[src/rtl/riscv_pkg.sv]
// Shared RV32I core types and constants.
// Fetch buffer entries pair each instruction word with the PC it was fetched from.
package riscv_pkg;

    localparam int unsigned INSTR_BYTES      = 4;
    localparam logic [31:0] RESET_PC_DEFAULT = 32'h0000_0000;

    typedef struct packed {
        logic [31:0] pc;
        logic [31:0] instr;
    } fetch_entry_t;

endpackage

[src/rtl/fetch_fifo.sv]
// Circular buffer of fetched entries with push, pop, flush and a registered head.
// DEPTH must be a power of two so the pointers wrap naturally.
module fetch_fifo
    import riscv_pkg::*;
#(
    parameter int unsigned DEPTH       = 4,
    parameter type         entry_t     = fetch_entry_t,
    parameter entry_t      RESET_ENTRY = '0,
    localparam int unsigned PTR_W      = $clog2(DEPTH),
    localparam int unsigned CNT_W      = $clog2(DEPTH) + 1
) (
    input  logic             clk,
    input  logic             reset,
    input  logic             i_push,
    input  entry_t           i_push_data,
    input  logic             i_pop,
    input  logic             i_flush,
    output logic [CNT_W-1:0] o_count,
    output entry_t           o_head
);

    logic [PTR_W-1:0] r_rd_ptr;
    logic [PTR_W-1:0] r_wr_ptr;
    logic [CNT_W-1:0] r_count;
    entry_t           r_mem [DEPTH];
    logic             w_pop;

    assign w_pop = i_pop && (r_count != '0);

    // Flush only rewinds the pointers; stale storage is hidden by a zero count.
    always_ff @(posedge clk) begin
        if (reset) begin
            r_rd_ptr <= '0;
            r_wr_ptr <= '0;
            r_count  <= '0;
            for (int i = 0; i < DEPTH; i++) begin
                r_mem[i] <= RESET_ENTRY;
            end
        end else if (i_flush) begin
            r_rd_ptr <= '0;
            r_wr_ptr <= '0;
            r_count  <= '0;
        end else begin
            if (i_push) begin
                r_mem[r_wr_ptr] <= i_push_data;
                r_wr_ptr        <= r_wr_ptr + 1'b1;
            end
            if (w_pop) begin
                r_rd_ptr <= r_rd_ptr + 1'b1;
            end
            r_count <= r_count + CNT_W'(i_push) - CNT_W'(w_pop);
        end
    end

    assign o_count = r_count;
    assign o_head  = r_mem[r_rd_ptr];

endmodule

[src/rtl/instr_fetch_unit.sv]
// RV32I fetch front end: PC, credit-limited request issue, stale-response discard
// after redirects, and a buffered valid/ready instruction stream.
module instr_fetch_unit
    import riscv_pkg::*;
#(
    parameter logic [31:0] RESET_PC = RESET_PC_DEFAULT,
    parameter int unsigned DEPTH    = 4
) (
    input  logic        clk,
    input  logic        reset,
    output logic        imem_req,
    output logic [31:0] imem_addr,
    input  logic        imem_gnt,
    input  logic        imem_rvalid,
    input  logic [31:0] imem_rdata,
    input  logic        redirect_valid,
    input  logic [31:0] redirect_pc,
    output logic        instr_valid,
    input  logic        instr_ready,
    output logic [31:0] instr_data,
    output logic [31:0] instr_pc
);

    localparam int unsigned  CNT_W       = $clog2(DEPTH) + 1;
    // Repeated redirects can stack stale responses beyond one buffer's worth.
    localparam int unsigned  DISC_W      = CNT_W + 3;
    localparam logic [CNT_W:0] DEPTH_C   = (CNT_W + 1)'(DEPTH);
    localparam logic [31:0]  PC_STEP     = 32'(INSTR_BYTES);
    localparam fetch_entry_t RESET_ENTRY = '{pc: RESET_PC, instr: 32'h0};

    logic [31:0]       r_pc;
    logic [31:0]       r_resp_pc;
    logic [CNT_W-1:0]  r_inflight;
    logic [DISC_W-1:0] r_discard;

    logic [CNT_W-1:0]  w_count;
    logic [CNT_W:0]    w_credit_used;
    logic [31:0]       w_redirect_pc;
    logic              w_issue;
    logic              w_rsp_live;
    logic              w_rsp_drop;
    logic              w_rsp_any;
    logic              w_push;
    logic              w_pop;
    logic [DISC_W-1:0] w_discard_redirect;
    fetch_entry_t      w_push_entry;
    fetch_entry_t      w_head;

    assign w_redirect_pc = redirect_pc & 32'hFFFF_FFFC;
    assign w_credit_used = {1'b0, w_count} + {1'b0, r_inflight};

    assign imem_req  = !reset && !redirect_valid && (w_credit_used < DEPTH_C);
    assign imem_addr = r_pc;
    assign w_issue   = imem_req && imem_gnt;

    // Responses with nothing outstanding are protocol errors and are ignored.
    assign w_rsp_drop = imem_rvalid && (r_discard != '0);
    assign w_rsp_live = imem_rvalid && (r_discard == '0) && (r_inflight != '0);
    assign w_rsp_any  = w_rsp_drop || w_rsp_live;

    assign w_push       = w_rsp_live && !redirect_valid;
    assign w_pop        = instr_valid && instr_ready;
    assign w_push_entry = '{pc: r_resp_pc, instr: imem_rdata};

    assign w_discard_redirect = r_discard + DISC_W'(r_inflight) - DISC_W'(w_rsp_any);

    always_ff @(posedge clk) begin
        if (reset) begin
            r_pc       <= RESET_PC;
            r_resp_pc  <= RESET_PC;
            r_inflight <= '0;
            r_discard  <= '0;
        end else if (redirect_valid) begin
            r_pc       <= w_redirect_pc;
            r_resp_pc  <= w_redirect_pc;
            r_inflight <= '0;
            r_discard  <= w_discard_redirect;
        end else begin
            if (w_issue) begin
                r_pc <= r_pc + PC_STEP;
            end
            if (w_rsp_live) begin
                r_resp_pc <= r_resp_pc + PC_STEP;
            end
            if (w_rsp_drop) begin
                r_discard <= r_discard - DISC_W'(1);
            end
            r_inflight <= r_inflight + CNT_W'(w_issue) - CNT_W'(w_rsp_live);
        end
    end

    fetch_fifo #(
        .DEPTH       (DEPTH),
        .entry_t     (fetch_entry_t),
        .RESET_ENTRY (RESET_ENTRY)
    ) u_fifo (
        .clk         (clk),
        .reset       (reset),
        .i_push      (w_push),
        .i_push_data (w_push_entry),
        .i_pop       (w_pop),
        .i_flush     (redirect_valid),
        .o_count     (w_count),
        .o_head      (w_head)
    );

    assign instr_valid = (w_count != '0);
    assign instr_data  = w_head.instr;
    assign instr_pc    = w_head.pc;

endmodule

[config.mk]
export PLATFORM = sky130hd
export DESIGN_NAME = instr_fetch_unit
export DESIGN_NICKNAME = d
export VERILOG_FILES = /design/src/rtl/riscv_pkg.sv /design/src/rtl/fetch_fifo.sv /design/src/rtl/instr_fetch_unit.sv
export SDC_FILE = /design/constraint.sdc
export NUM_CORES = 1
export LEC_CHECK = 0
export CAP_MARGIN = 20
export CORE_MARGIN = 5
export CORE_UTILIZATION = 30
export DETAILED_ROUTE_END_ITERATION = 8
export DONT_BUFFER_PORTS = 1
export GPL_TIMING_DRIVEN = 1
export PLACE_DENSITY = 0.53
export SYNTH_ARGS = -nofsm -noshare
export SYNTH_HDL_FRONTEND = slang
export SYNTH_SLANG_ARGS = --single-unit
export TNS_END_PERCENT = 1
[constraint.sdc]
create_clock -name clk -period 16.77 [get_ports clk]
set_input_delay 1.677 -clock clk [delete_from_list [all_inputs] [get_ports clk]]
set_output_delay 1.677 -clock clk [all_outputs]
set_load 0.02 [all_outputs]
==> flow_summary_export.csv <==
group,metric,value,unit
outcome,status,"finished, final reports clean",
clock_network,cts_num_sinks,326,
critical_path,worstSetupPathType,"register to output port",
power_and_ir_drop,comb_power_share,0.084,
routing,routed_wl,38.2,mm
routing,drtIter0Drc,496,
synth,synthTopCellsByArea,"edfxtp_1 50%, dfxtp_1 10%, mux4_2 9.4%, nor2_1 4.9%, inv_1 2.6%",
clock_network,cts-resized-gates,0,
critical_path,cp_max_fo,33,
synth,ys_seq_area_frac,0.605,
placed_design,io_buffers,0,
sta,timing.fmax,0.225,GHz
sta,final.min_clock_period,4.45,ns
die,num_rows,81,
critical_path,cp_data_arrival_time,2.78,ns
critical_path,required,15.09,ns
layout,nets,1289,
synth,synth_ff_type,"edfxtp_1",
sta,max-slew-margin-rel,0.319,
clock_network,cts-root-buf,"clkbuf_16",
critical_path,cp_slowest_stage_delay,0.79,ns
synth,ys_ff_latch,326,
synth,synth_edf_count,248,
synth,syn_inst,1216,
layout,drive_above_1_share,0.136,
sta,rsz0062_at_grt,"false",
synth,async_reset_ff_frac,0,
die,die-area,54200,µm²
synth,yosysTopAreaCellShare,0.500,
synth,ys_top_cells_by_count,"248 x edfxtp_1, 193 x nor2_1, 102 x inv_1",
power_and_ir_drop,peakVddDrop,0.0583,mV
die,io_pins,168,
clock_network,htree_levels,2,
synth,post-synth-top-area-cell,"edfxtp_1",
power_and_ir_drop,p_seq_frac,0.488,
power_and_ir_drop,intPower,0.00145,W
grt,overflow,0,
critical_path,path_delay_family,"flip-flops",
die,die_w,233,µm
die,start_util,0.304,
routing,drc,0,
routing,vias,9090,
grt,grt_pass1_wl,58.1,mm
clock_network,cts_made_buffers,38,
synth,yosysWarnings,0,
synth,syn_area_per_cell,12.3,µm²
synth,synth_most_common_cell,"edfxtp_1",
layout,diodes,0,
power_and_ir_drop,p_leak,6.01,nW
grt,grt_usage,0.141,
power_and_ir_drop,swShare,0.240,
sta,clock_skew,0.0340,ns
critical_path,path_cells,"buf_4 -> mux4_2",
routing,wl_per_cell,20.2,µm
grt,antenna_found_initial,0,
power_and_ir_drop,powerDensity,114,nW/µm²
grt,grt_pass1_vias,9510,
placed_design,place_congestion,0.770,
sta,drv_slew,0,
sta,finalSetupViolCount,0,
clock_network,postCtsSetupRepairBufs,0,
critical_path,startpoint_type,"register",
synth,synth_area,14900,µm²
clock_network,ctsHoldBuffers,0,
die,design.core.area,49100,µm²
clock_network,clk_path_buf_depth,3,
min_path,hp-class,"register to register",
sta,finalHoldViolCount,0,
clock_network,cts_tree,"done",
critical_path,crit_slowest_cell,"dfxtp_4",
sta,tightest_slew,1.02,ns
sta,tns,0,ns
critical_path,crit_cells,2,
sta,fin_crit_sh,0.266,
die,dieHeight,233,µm
clock_network,clkTransAtPathRegs,0.05,ns
routing,antenna_left,0,
placed_design,dpl_worst_slack,12.00,ns
layout,syn_to_final_growth,12.7,%
job,max_cap_violations,0,
power_and_ir_drop,switching_power,0.000460,W
routing,drtPass1Iterations,5,
critical_path,critPathBufInv,1,
placed_design,hpwl,23.1,mm
critical_path,reg2regPathDepth,8,
clock_network,clock_latency,0.55,ns
min_path,worstHoldPathCells,2,
synth,yosys.cell_types.count,59,
grt,grt_max_degree,64,
sta,setup_slack,12.32,ns
routing,vias_per_cell,4.81,
power_and_ir_drop,p_clk_frac,0.428,
critical_path,cp-end-kind,"output port",
-- final timing paths --
check / from / endpoint / slack [ns]
setup / recovery: register / instr_pc[12] / 12.32
hold / removal: u_fifo.r_rd_ptr[0] / u_fifo.r_rd_ptr[0] / 0.54
setup reg to reg: r_discard[0] / u_fifo.r_mem[2][29] / 13.26
hold reg to reg: u_fifo.r_rd_ptr[0] / u_fifo.r_rd_ptr[0] / 0.54
-- cell families after synthesis --
| logic type | after synthesis | share of synthesized area |
|---|---|---|
| DFF | 326 | 0.605 |
| muxes | 66 | 0.0966 |
| other | 1 | 0.000252 |
| buffers and inverters | 177 | 0.0469 |
| AOI/OAI and AO/OA | 119 | 0.0549 |
| adders and majority gates | 22 | 0.0200 |
| and+or+nand+nor | 457 | 0.149 |
| xor gates and xnor gates | 48 | 0.0282 |
-- registers in the layout, indices dropped and copies added (netlist names), named ones only --
register,flops
imem_addr,30
r_discard,6
r_inflight,3
r_resp_pc,30
u_fifo.o_count,3
u_fifo.r_mem,248
u_fifo.r_rd_ptr,2
u_fifo.r_wr_ptr,2
-- area by class of cell --
class / count / area, µm²
Inverter: 103 / 387
Clock buffer: 48 / 998
Multi-Input combinational cell: 716 / 5260
Clock inverter: 20 / 215
Fill cell: 4932 / 32300
Tap cell: 664 / 831
Timing Repair Buffer: 12 / 90.1
Sequential cell: 326 / 9020
-- power by group through the flow --
| stage | Combinational, W | Sequential, W | Clock, W |
|---|---|---|---|
| floorplan | 0.000132 | 0.000945 | 0 |
| global placement | 0.000162 | 0.000951 | 0 |
| detailed placement | 0.000162 | 0.000953 | 0 |
| CTS | 0.000163 | 0.000936 | 0.000850 |
| global route | 0.000183 | 0.000940 | 0.000882 |
| finish | 0.000160 | 0.000936 | 0.000819 |
-- worst min-delay path, cell delays in order (launching register included) --
cell,delay [ns]
dfxtp_1,0.34
xnor2_1,0.09
nor2_1,0.07
-- routing by layer --
metal | routed length (µm) | global-route usage | up-vias
met2 | 18100 | 0.232 | 221
met3 | 2810 | 0.0436 | 47
li1 | - | - | 4303
met5 | 0 | 0 | -
met1 | 16700 | 0.180 | 4519
met4 | 681 | 0.0371 | 0
-- placed cells by master (no fill, tap or decap), drive strengths merged, types with 15 or more instances in the layout --
| master | count |
|---|---|
| xnor2 | 39 |
| nand3 | 23 |
| o21ai | 15 |
| clkbuf | 48 |
| nand2 | 101 |
| a211oi | 17 |
| inv | 106 |
| nor4 | 21 |
| dfxtp | 78 |
| nand4 | 22 |
| mux4 | 62 |
| and2 | 41 |
| edfxtp | 248 |
| a21boi | 18 |
| nor3 | 18 |
| nor2 | 194 |
| a21oi | 19 |
| ha | 19 |
-- stage by stage --
stage	total power (W)	hold WS, ns	instance area (µm²)	utilization	instances
2_1_floorplan	0.00108	0.477	14900	-	1219
3_3_place_gp	0.00111	0.520	15600	0.318	1821
6_report	0.00192	0.543	16800	0.342	1889
3_5_place_dp	0.00111	0.532	15600	0.318	1821
4_1_cts	0.00195	0.546	16800	0.342	1889
5_1_grt	0.00201	0.585	16800	0.342	1889
(Power assumes the default switching activity.)
